### src/rtl/light_sequencer_pkg.sv
// ============================================================================
//  Module   : light_sequencer_pkg
//  Purpose  : Shared state encoding, widths and LFSR helpers for light_sequencer.
//  Revision : 1.0 - initial release
// ============================================================================
`default_nettype none

package light_sequencer_pkg;

    localparam int IDX_W   = 4;
    localparam int LED_N   = 16;
    localparam int SCORE_W = 8;
    localparam int LIVES_W = 2;
    localparam int LFSR_W  = 16;

    // Taps 16,14,13,11 of a right-shifting Fibonacci register map to bits 0,2,3,5.
    localparam logic [LFSR_W-1:0] LFSR_TAPS = 16'h002D;

    typedef enum logic [1:0] {
        ST_IDLE = 2'd0,
        ST_GAP  = 2'd1,
        ST_SHOW = 2'd2,
        ST_OVER = 2'd3
    } state_t;

    function automatic logic [LFSR_W-1:0] lfsr_step(input logic [LFSR_W-1:0] s);
        return {^(s & LFSR_TAPS), s[LFSR_W-1:1]};
    endfunction

endpackage

`default_nettype wire

### src/rtl/light_sequencer_lfsr16.sv
// ============================================================================
//  Module   : lfsr16
//  Purpose  : Free-running 16-bit Fibonacci LFSR, reloads SEED on reset.
//  Revision : 1.0 - initial release
// ============================================================================
`default_nettype none

module lfsr16
    import light_sequencer_pkg::*;
#(
    parameter logic [LFSR_W-1:0] SEED = 16'hACE1
) (
    input  logic              clk,
    input  logic              reset,
    output logic [LFSR_W-1:0] q
);

    logic [LFSR_W-1:0] q_q;

    always_ff @(posedge clk) begin
        if (reset) begin
            q_q <= SEED;
        end else begin
            q_q <= lfsr_step(q_q);
        end
    end

    assign q = q_q;

endmodule

`default_nettype wire

### src/rtl/light_sequencer.sv
// ============================================================================
//  Module   : light_sequencer
//  Purpose  : Game-round controller for the 16-LED light mux: random target,
//             timed response window, hit/miss judging, score and lives.
//             Optional macro SPEEDUP_EN shrinks the window every 4th hit.
//  Revision : 1.0 - initial release
// ============================================================================
`default_nettype none

module light_sequencer
    import light_sequencer_pkg::*;
#(
    parameter int unsigned       TICK_DIV     = 5000000,
    parameter int unsigned       ON_TICKS     = 10,
    parameter int unsigned       GAP_TICKS    = 5,
    parameter int unsigned       MAX_LIVES    = 3,
    parameter logic [LFSR_W-1:0] LFSR_SEED    = 16'hACE1,
    parameter int unsigned       MIN_ON_TICKS = 3
) (
    input  logic               clk,
    input  logic               reset,
    input  logic               start,
    input  logic [LED_N-1:0]   press,
    output logic [IDX_W-1:0]   rnd,
    output logic               off,
    output logic               hit,
    output logic               miss,
    output logic [SCORE_W-1:0] score,
    output logic [LIVES_W-1:0] lives,
    output logic               game_over
);

    localparam int PRESC_W  = (TICK_DIV > 1) ? $clog2(TICK_DIV) : 1;
    localparam int TMR_MAX0 = (ON_TICKS > GAP_TICKS) ? ON_TICKS : GAP_TICKS;
    localparam int TMR_MAX  = (TMR_MAX0 > MIN_ON_TICKS) ? TMR_MAX0 : MIN_ON_TICKS;
    localparam int TMR_W    = ($clog2(TMR_MAX + 1) < 1) ? 1 : $clog2(TMR_MAX + 1);

    state_t               state_q, state_d;
    logic [PRESC_W-1:0]   presc_q, presc_d;
    logic [TMR_W-1:0]     timer_q, timer_d;
    logic [IDX_W-1:0]     rnd_q, rnd_d;
    logic                 hit_q, hit_d;
    logic                 miss_q, miss_d;
    logic [SCORE_W-1:0]   score_q, score_d;
    logic [LIVES_W-1:0]   lives_q, lives_d;

    logic [LFSR_W-1:0]    w_lfsr;
    logic                 w_lfsr_unused;
    logic                 w_tick;
    logic                 w_expire;
    logic [LED_N-1:0]     w_target;
    logic [SCORE_W-1:0]   w_score_inc;
    logic [TMR_W-1:0]     w_win;

    lfsr16 #(
        .SEED (LFSR_SEED)
    ) u_lfsr (
        .clk   (clk),
        .reset (reset),
        .q     (w_lfsr)
    );

    assign w_lfsr_unused = ^w_lfsr[LFSR_W-1:IDX_W];

    assign w_tick      = (presc_q == PRESC_W'(TICK_DIV - 1));
    // The final tick of a phase ends it, so a phase lasts exactly N ticks.
    assign w_expire    = w_tick && (timer_q <= TMR_W'(1));
    assign w_target    = LED_N'(1) << rnd_q;
    assign w_score_inc = (score_q == '1) ? score_q : score_q + SCORE_W'(1);

`ifdef SPEEDUP_EN
    logic [TMR_W-1:0] win_q, win_d;
    assign w_win = win_q;
`else
    assign w_win = TMR_W'(ON_TICKS);
`endif

    always_ff @(posedge clk) begin
        if (reset) begin
            state_q <= ST_IDLE;
            presc_q <= '0;
            timer_q <= '0;
            rnd_q   <= '0;
            hit_q   <= 1'b0;
            miss_q  <= 1'b0;
            score_q <= '0;
            lives_q <= LIVES_W'(MAX_LIVES);
`ifdef SPEEDUP_EN
            win_q   <= TMR_W'(ON_TICKS);
`endif
        end else begin
            state_q <= state_d;
            presc_q <= presc_d;
            timer_q <= timer_d;
            rnd_q   <= rnd_d;
            hit_q   <= hit_d;
            miss_q  <= miss_d;
            score_q <= score_d;
            lives_q <= lives_d;
`ifdef SPEEDUP_EN
            win_q   <= win_d;
`endif
        end
    end

    always_comb begin
        state_d = state_q;
        rnd_d   = rnd_q;
        hit_d   = 1'b0;
        miss_d  = 1'b0;
        score_d = score_q;
        lives_d = lives_q;
        timer_d = (w_tick && timer_q != '0) ? timer_q - TMR_W'(1) : timer_q;
`ifdef SPEEDUP_EN
        win_d   = win_q;
`endif

        case (state_q)
            ST_IDLE, ST_OVER: begin
                if (start) begin
                    state_d = ST_GAP;
                    score_d = '0;
                    lives_d = LIVES_W'(MAX_LIVES);
                    timer_d = TMR_W'(GAP_TICKS);
`ifdef SPEEDUP_EN
                    win_d   = TMR_W'(ON_TICKS);
`endif
                end
            end
            ST_GAP: begin
                if (w_expire) begin
                    state_d = ST_SHOW;
                    rnd_d   = w_lfsr[IDX_W-1:0];
                    timer_d = w_win;
                end
            end
            ST_SHOW: begin
                // A press outranks a simultaneous timeout.
                if (press == w_target) begin
                    hit_d   = 1'b1;
                    score_d = w_score_inc;
                    state_d = ST_GAP;
                    timer_d = TMR_W'(GAP_TICKS);
`ifdef SPEEDUP_EN
                    if (w_score_inc[1:0] == 2'b00 && win_q > TMR_W'(MIN_ON_TICKS)) begin
                        win_d = win_q - TMR_W'(1);
                    end
`endif
                end else if (press != '0 || w_expire) begin
                    miss_d  = 1'b1;
                    lives_d = lives_q - LIVES_W'(1);
                    if (lives_q <= LIVES_W'(1)) begin
                        state_d = ST_OVER;
                    end else begin
                        state_d = ST_GAP;
                        timer_d = TMR_W'(GAP_TICKS);
                    end
                end
            end
            default: begin
                state_d = ST_IDLE;
            end
        endcase

        // Restarting the prescaler on every state change keeps durations exact.
        presc_d = (state_d != state_q || w_tick) ? '0 : presc_q + PRESC_W'(1);
    end

    assign rnd       = rnd_q;
    assign off       = (state_q != ST_SHOW);
    assign hit       = hit_q;
    assign miss      = miss_q;
    assign score     = score_q;
    assign lives     = lives_q;
    assign game_over = (state_q == ST_OVER);

endmodule

`default_nettype wire

### config.mk
export PLATFORM = sky130hd
export DESIGN_NAME = light_sequencer
export DESIGN_NICKNAME = d
export VERILOG_FILES = /design/src/rtl/light_sequencer_pkg.sv /design/src/rtl/light_sequencer_lfsr16.sv /design/src/rtl/light_sequencer.sv
export SDC_FILE = /design/constraint.sdc
export NUM_CORES = 1
export LEC_CHECK = 0
export ABC_CLOCK_PERIOD_IN_PS = 7400
export BUFFER_PORTS_ARGS = -buffer_cell sky130_fd_sc_hd__buf_2
export CAP_MARGIN = 30
export CORE_ASPECT_RATIO = 0.7
export CORE_MARGIN = 5
export CORE_UTILIZATION = 55
export DETAILED_ROUTE_END_ITERATION = 8
export PLACE_DENSITY = 0.76
export SLEW_MARGIN = 20
export SYNTH_ARGS = -nofsm -noshare
export SYNTH_HDL_FRONTEND = slang
export SYNTH_SLANG_ARGS = --single-unit
### constraint.sdc
create_clock -name clk -period 7.4 [get_ports clk]
set_input_delay 1.48 -clock clk [delete_from_list [all_inputs] [get_ports clk]]
set_output_delay 1.48 -clock clk [all_outputs]
set_load 0.05 [all_outputs]
==> results.md, run 1 <==
* Total vias in the final route at 2929
* Setup repair after global routing missed its margin: false
* Total routing usage reported by global routing at 20.4%
* HP Class: reg2reg
* Transition time at the pin with the least slew margin at 0.723 ns
* Maxcap violations at 0
* Post-route setup slack at 3.87 ns
* Slew Limit Headroom at 51.3%
* Total Routed Length at 7.20 mm
* Syn Nets at 421
* CORE AREA at 5760 um^2
* Ports at 37
* Unique cell type count in the Yosys netlist at 61
* Worst Setup End Kind: register
* Layout cells sized above 1 at 16.9%
* IO Port Bufs at 36
* Syn-to-layout area delta at 13.0%
* Critical R2R Launch: presc_q[0]
* Total Die Area at 7620 um^2
* DRT antenna net count at 0
* Std-Cell Rows at 23
* Worst reg2reg endpoint: lives[0]
* CTS sink cnt at 61
* Vertical die dimension at 74.5 um
* Sequential area share after synthesis at 37.3%
* Critical Path Slowest Stage Cell: sky130_fd_sc_hd__o21ai_0
* Final count of hold timing violations at 0
* CTS clock-pin slew for the worst setup and hold paths at 0.07 ns
* Final setup violation count at 0
* Register bit count reported by yosys at 61
* Final standard cell utilization of the core at 64.2%
* Result of the run: completed
* X dimension of the die at 102 um
* Setup bufs post-CTS at 0
* H-Tree Level Count at 3
* Number of antenna violations at the first check in global routing at 0
* Maximum clock insertion buffer count at 2
* Crit path max fanout at 5
* Areal power density over the cells at 192 nW/um^2
* Most common library cell in the layout ignoring fill and taps: sky130_fd_sc_hd__dfxtp_1
* Final count of pins violating max slew at 0
* Worst slack, placed at 3.59 ns
* Root buf cell: sky130_fd_sc_hd__clkbuf_8
* Starting density of the core at 56.8%
* Post-cts resize count at 0
* Post-Syn Instances at 394
* Worst setup path end: lives[1]
* Reg2Reg Setup Slack at 4.47 ns
* TritonCTS buffer count at 9
* Worst Hold Depth at 1
* Commonest cells after routing, fill and taps aside: 61 x sky130_fd_sc_hd__dfxtp_1, 47 x sky130_fd_sc_hd__nand2_1, 37 x sky130_fd_sc_hd__nor2_1
* Routed vias/inst at 5.77
* Primary flip-flop cell chosen by synthesis mapping: sky130_fd_sc_hd__dfxtp_1
* Wire length per cell at 14.2 um
* Detail Placement HPWL at 5.11 mm
* Slowest Stage Delay on Critical Path at 0.63 ns
* Ys Warns at 0
* Count of cells along the worst register-to-register path at 8
* Placer Congestion at 0.827
* Latest clock arrival within the worst-skew pair at 0.34 ns
* Number of synthesized flops with an enable pin at 0
* IR drop worst, VDD at 0.162 mV
* Wire length of the first global-routing pass at 12.3 mm
* Remaining design rule violation count at 0
* TritonRoute pass-1 iters at 4
* Clock period minus worst slack at 3.53 ns
* Post-layout instance count excluding filler cells at 508
* TritonCTS clock tree: yes
* Fin crit share at 47.8%
* Drt first-iter violations at 208
* Synthesized area at 3270 um^2
* Share of synthesized flip-flops with an asynchronous set or reset at 0%
* Global route overflow at 0
* # hold bufs at CTS at 0
* Static power due to leakage at 1.51 nW
* Nets at 455
* Arrival time of the worst setup path at 3.81 ns
* Largest net degree at the start of global routing at 35
* Filler cell count in the final layout at 496
* Cell count after placement at 492
* Ordered cell list for the critical path: buf_2, or3b_1, o2111a_1, nor4_2, nand4b_2, o21ai_0, mux2_2, o21bai_1
* # diodes at 0
* Critical Path Source Type: input pin
* F_max at 0.283 GHz
* Total negative setup slack at 0 ns
* Worst Setup SP: press[12]
* Critical path data required time at 7.68 ns
* Worst clock skew on the final layout at 0.00854 ns
* Mean instance size in the synthesized netlist at 8.30 um^2
* Type of the worst setup path: in2reg
* Number of global-route vias before repair at 2663
routing by layer:
| layer | track usage [%] | wire length (um) | up-vias |
|---|---|---|---|
| met1 | 28.6 | 3560 | 1355 |
| met2 | 29.6 | 3060 | 85 |
| met4 | 5.97 | 81 | 0 |
| li1 | - | - | 1477 |
| met5 | 0 | 0 | - |
| met3 | 7.31 | 495 | 12 |
flip-flops by register name, summed over array words and instances, names as in the netlist:
| register | cells |
|---|---|
| miss | 1 |
| rnd | 4 |
| lives | 2 |
| hit | 1 |
| presc_q | 23 |
| score | 8 |
| state_q | 2 |
| timer_q | 4 |
| u_lfsr.q | 16 |
critical path, delay by kind of cell:
family | cells | cell delay, ns
and+or+nand+nor | 3 | 0.91
AOI/OAI and AO/OA | 3 | 0.90
muxes | 1 | 0.41
buffers and inverters | 1 | 0.11
worst min-delay path by stage:
stage | startpoint | to | slack [ns]
2_1_floorplan | u_lfsr.q[11] | u_lfsr.q[10] | 0.39
3_3_place_gp | u_lfsr.q[7] | u_lfsr.q[6] | 0.39
3_5_place_dp | u_lfsr.q[8] | u_lfsr.q[7] | 0.39
4_1_cts | u_lfsr.q[14] | u_lfsr.q[13] | 0.41
5_1_grt | u_lfsr.q[8] | u_lfsr.q[7] | 0.44
6_report | u_lfsr.q[14] | u_lfsr.q[13] | 0.41
metrics by stage:
step / total power, mW / hold WS [ns] / cell area, um^2
5_1_grt: 0.742 / 0.437 / 3700
2_1_floorplan: 0.391 / 0.389 / 3270
3_5_place_dp: 0.411 / 0.395 / 3490
6_report: 0.709 / 0.408 / 3700
3_3_place_gp: 0.409 / 0.391 / 3490
4_1_cts: 0.716 / 0.411 / 3700
Yosys cell counts, types with 2 or more instances:
cell	number	area share, %
sky130_fd_sc_hd__dfxtp_1	61	37
sky130_fd_sc_hd__nand2_1	47	5.4
sky130_fd_sc_hd__nor2_1	37	4.2
sky130_fd_sc_hd__nor3_1	27	4.1
sky130_fd_sc_hd__xnor2_1	19	5.1
sky130_fd_sc_hd__a21oi_1	17	2.6
sky130_fd_sc_hd__nand3_1	14	2.1
sky130_fd_sc_hd__inv_1	11	1.3
sky130_fd_sc_hd__o21ai_0	11	1.7
sky130_fd_sc_hd__and3_1	10	1.9
sky130_fd_sc_hd__nor2b_1	10	1.9
sky130_fd_sc_hd__nand4_1	9	1.7
sky130_fd_sc_hd__xor2_1	9	2.4
sky130_fd_sc_hd__ha_1	8	3.1
sky130_fd_sc_hd__or2_2	8	1.5
sky130_fd_sc_hd__clkbuf_1	7	0.80
sky130_fd_sc_hd__buf_2	6	0.92
sky130_fd_sc_hd__mux2i_1	5	1.5
sky130_fd_sc_hd__nor3b_1	5	1.1
sky130_fd_sc_hd__nor4_1	5	0.96
sky130_fd_sc_hd__or3_1	5	0.96
sky130_fd_sc_hd__or3b_1	4	1.1
sky130_fd_sc_hd__and3b_1	3	0.80
sky130_fd_sc_hd__and4_1	3	0.80
sky130_fd_sc_hd__and4b_1	3	0.92
sky130_fd_sc_hd__buf_6	3	1.0
sky130_fd_sc_hd__nand2b_1	3	0.57
sky130_fd_sc_hd__o31ai_1	3	0.69
sky130_fd_sc_hd__a211oi_1	2	0.46
sky130_fd_sc_hd__a21o_1	2	0.46
sky130_fd_sc_hd__a221oi_2	2	0.92
sky130_fd_sc_hd__nand3b_1	2	0.46
sky130_fd_sc_hd__nor4b_1	2	0.54
sky130_fd_sc_hd__o211a_1	2	0.61
sky130_fd_sc_hd__o211ai_1	2	0.46
sky130_fd_sc_hd__or4_1	2	0.46
where the power goes:
group	switching [mW]	total, mW	internal [mW]
sequential	0.00607	0.344	0.338
combinational	0.0368	0.0605	0.0237
clock	0.131	0.304	0.174
total	0.174	0.709	0.535
kinds of logic (layout without fill, tap and decap cells):
logic type	after synthesis	count (layout)	synth area share [%]
muxes	6	6	1.87
adders and majority gates	8	8	3.06
AOI/OAI and AO/OA	58	58	12.5
buffers and inverters	28	67	4.13
DFF	61	61	37.3
and+or+nand+nor	205	205	33.6
xor gates and xnor gates	28	28	7.50
layout make-up:
class,count,area (um^2),area share [%]
Tap cell,75,93.8,2.54
Timing Repair Buffer,39,203,5.48
Multi-Input combinational cell,305,1920,52.0
Sequential cell,61,1220,33.0
Clock buffer,11,151,4.10
Inverter,12,45.0,1.22
Clock inverter,5,58.8,1.59
No activity file was read; power rests on OpenSTA's default activity.
==> run 2: changes to the inputs <==
--- a/config.mk
+++ b/config.mk
@@ -5,7 +5,7 @@
 export SDC_FILE = /design/constraint.sdc
 export NUM_CORES = 1
 export LEC_CHECK = 0
-export ABC_CLOCK_PERIOD_IN_PS = 7400
+export ABC_CLOCK_PERIOD_IN_PS = 3600
 export BUFFER_PORTS_ARGS = -buffer_cell sky130_fd_sc_hd__buf_2
 export CAP_MARGIN = 30
 export CORE_ASPECT_RATIO = 0.7
==> constraint.sdc (replaced) <==
create_clock -name clk -period 3.6 [get_ports clk]
set_input_delay 0.72 -clock clk [delete_from_list [all_inputs] [get_ports clk]]
set_output_delay 0.72 -clock clk [all_outputs]
set_load 0.05 [all_outputs]
==> results.md, run 2 (synthesis gave the netlist of run 1 again) <==
* CTS sink cnt at 61 (unchanged)
* # diodes at 0 (unchanged)
* Flop pwr share at 51.3% (was 48.5%)
* Critical path data required time at 3.82 ns (was 7.68 ns)
* Total negative setup slack at 0 ns (unchanged)
* Commonest cells after routing, fill and taps aside: 61 x sky130_fd_sc_hd__dfxtp_1, 47 x sky130_fd_sc_hd__nand2_1, 37 x sky130_fd_sc_hd__nor2_1 (unchanged)
* Static power due to leakage at 1.51 nW (about the same)
* Root buf cell: sky130_fd_sc_hd__clkbuf_8 (unchanged)
* Layout cells sized above 1 at 16.4% (was 16.9%)
* DRT antenna net count at 0 (unchanged)
* Wire length of the first global-routing pass at 12.2 mm (was 12.3 mm)
* Worst Setup End Kind: register (unchanged)
* TritonCTS clock tree: yes (unchanged)
* Clock period minus worst slack at 3.10 ns
* Syn-to-layout area delta at 12.2% (was 13.0%)
* Switching power of the nets at 0.333 mW (was 0.174 mW)
* Reg with most FFs: presc_q (unchanged)
* Number of antenna violations at the first check in global routing at 0 (unchanged)
* Finished layout cell area at 3670 um^2 (was 3700 um^2)
* Final count of hold timing violations at 0 (unchanged)
* Setup bufs post-CTS at 0 (unchanged)
* Largest net degree at the start of global routing at 35 (unchanged)
* Ports at 37 (unchanged)
* Slowest Stage Delay on Critical Path at 0.93 ns (was 0.63 ns)
* Total Die Area at 7620 um^2 (unchanged)
* X dimension of the die at 102 um (unchanged)
* Slew Limit Headroom at 34.2% (was 51.3%)
* CORE AREA at 5760 um^2 (unchanged)
* Critical Path Slowest Stage Cell: sky130_fd_sc_hd__a221oi_2 (was sky130_fd_sc_hd__o21ai_0)
* Routed vias/inst at 5.75 (was 5.77)
* Max FFs per register at 23 (unchanged)
* Global route overflow at 0 (unchanged)
* Starting density of the core at 56.8% (unchanged)
* Cell Area, Placed at 3490 um^2 (about the same)
* Total Routed Length at 7.24 mm (was 7.20 mm)
* Wire length per cell at 14.2 um (about the same)
* Worst clock skew on the final layout at 0.00591 ns (was 0.00854 ns)
* Total routing usage reported by global routing at 20.4% (about the same)
* Vertical die dimension at 74.5 um (unchanged)
* Detail Placement HPWL at 5.20 mm (was 5.11 mm)
* Final setup violation count at 0 (unchanged)
* Critical Path Source Type: register (was input pin)
* Maximum clock insertion buffer count at 2 (unchanged)
* Most common cell type on the critical path: sky130_fd_sc_hd__nand4_1
* TritonCTS buffer count at 9 (unchanged)
* Std-Cell Rows at 23 (unchanged)
* Maxcap violations at 0 (unchanged)
* Final count of pins violating max slew at 0 (unchanged)
* Filler cell count in the final layout at 519 (was 496)
* IR drop worst, VDD at 0.243 mV (was 0.162 mV)
* Drt first-iter violations at 215 (was 208)
* HP Class: reg2reg (unchanged)
* Reg2Reg Setup Slack at 0.50 ns (was 4.47 ns)
* Type of the worst setup path: reg2reg (was in2reg)
* Remaining design rule violation count at 0 (unchanged)
* H-Tree Level Count at 3 (unchanged)
* Crit path max fanout at 13 (was 5)
* Fin crit share at 86.2%
* Most common library cell in the layout ignoring fill and taps: sky130_fd_sc_hd__dfxtp_1 (unchanged)
* Nets at 456 (was 455)
* # hold bufs at CTS at 0 (unchanged)
* Setup repair after global routing missed its margin: false (unchanged)
* Number of global-route vias before repair at 2623 (was 2663)
* Result of the run: completed (unchanged)
* Transition time at the pin with the least slew margin at 0.987 ns (was 0.723 ns)
* Worst slack, placed at 0.490 ns (was 3.59 ns)
* Post-route setup slack at 0.497 ns (was 3.87 ns)
* Final standard cell utilization of the core at 63.8% (was 64.2%)
* Arrival time of the worst setup path at 3.32 ns (was 3.81 ns)
* Post-cts resize count at 0 (unchanged)
* Ordered cell list for the critical path: ha_1, nand4_1, nor4_1, nand4_1, a221oi_2, buf_4, nor3_1 (was buf_2, or3b_1, o2111a_1, nor4_2, nand4b_2, o21ai_0, mux2_2, o21bai_1)
* Areal power density over the cells at 376 nW/um^2 (was 192 nW/um^2)
* Logic gate share of total power at 9.0% (was 8.5%)
* Net Sw Frac at 24.1% (was 24.5%)
* CTS clock-pin slew for the worst setup and hold paths at 0.06 ns (was 0.07 ns)
* Internal Dissipation at 1.05 mW (was 0.535 mW)
* Clock share of power at 39.7% (was 42.9%)
* Placer Congestion at 0.860 (was 0.827)
* TritonRoute pass-1 iters at 4 (unchanged)
* IO Port Bufs at 36 (unchanged)
* Total vias in the final route at 2921 (was 2929)
* F_max at 0.322 GHz
* Latest clock arrival within the worst-skew pair at 0.34 ns (about the same)
-- run 2: cell types whose count changed in the layout (fill, tap and decap cells not counted), sizes merged --
cell      change
clkbuf        +3
clkinvlp      -2
buf           +1
bufinv        -1
clkinv        -1
-- run 2: routing by layer --
layer	share of wire, %	up-vias	routed length, um	track usage (%)
li1	-	1477	-	-
met1	51	1363	3660	29.4
met2	43	72	3080	29.6
met3	5.9	9	424	5.44
met4	1.0	0	75	6.55
met5	0	-	0	0
-- run 2: area by class of cell --
class / instances / area (um^2) / area share, %
well taps: 75 / 93.8 / 2.56
multi-input cells: 305 / 1920 / 52.4
repair buffers: 40 / 210 / 5.73
clock buffers: 14 / 173 / 4.70
flip-flops and latches: 61 / 1220 / 33.3
inverters: 12 / 45.0 / 1.23
clock inverters: 1 / 5.00 / 0.136
-- run 2: per-stage QoR --
| step | std cells | total power, mW | hold slack, ns |
|---|---|---|---|
| 6_report | 508 | 1.38 | 0.406 |
| 5_1_grt | 508 | 1.45 | 0.425 |
| 4_1_cts | 508 | 1.40 | 0.407 |
| 3_5_place_dp | 493 | 0.845 | 0.393 |
| 3_3_place_gp | 493 | 0.842 | 0.391 |
| 2_1_floorplan | 394 | 0.805 | 0.389 |
-- run 2: final timing paths --
| check | startpoint | to | depth (start not counted) |
|---|---|---|---|
| hold / removal | u_lfsr.q[8] | u_lfsr.q[7] | 1 |
| setup reg to reg | presc_q[0] | presc_q[21] | 7 |
| hold reg to reg | u_lfsr.q[8] | u_lfsr.q[7] | 1 |
| setup / recovery | presc_q[0] | presc_q[21] | 7 |
-- run 2: critical path: cells and delay by family (launching register included) --
family                     cells  cell delay, ns
DFF                            1            0.39
adders and majority gates      1            0.24
buffers and inverters          1            0.33
and+or+nand+nor                4            1.08
AOI/OAI and AO/OA              1            0.93
-- run 2: power by group through the flow --
stage                     Sequential (mW)  Combinational, mW  Clock [mW]
after floorplan                     0.719             0.0853           0
after CTS                           0.708              0.124       0.564
after detailed placement            0.723              0.122           0
after global routing                0.710              0.139       0.597
final                               0.708              0.124       0.547
after global placement              0.722              0.120           0
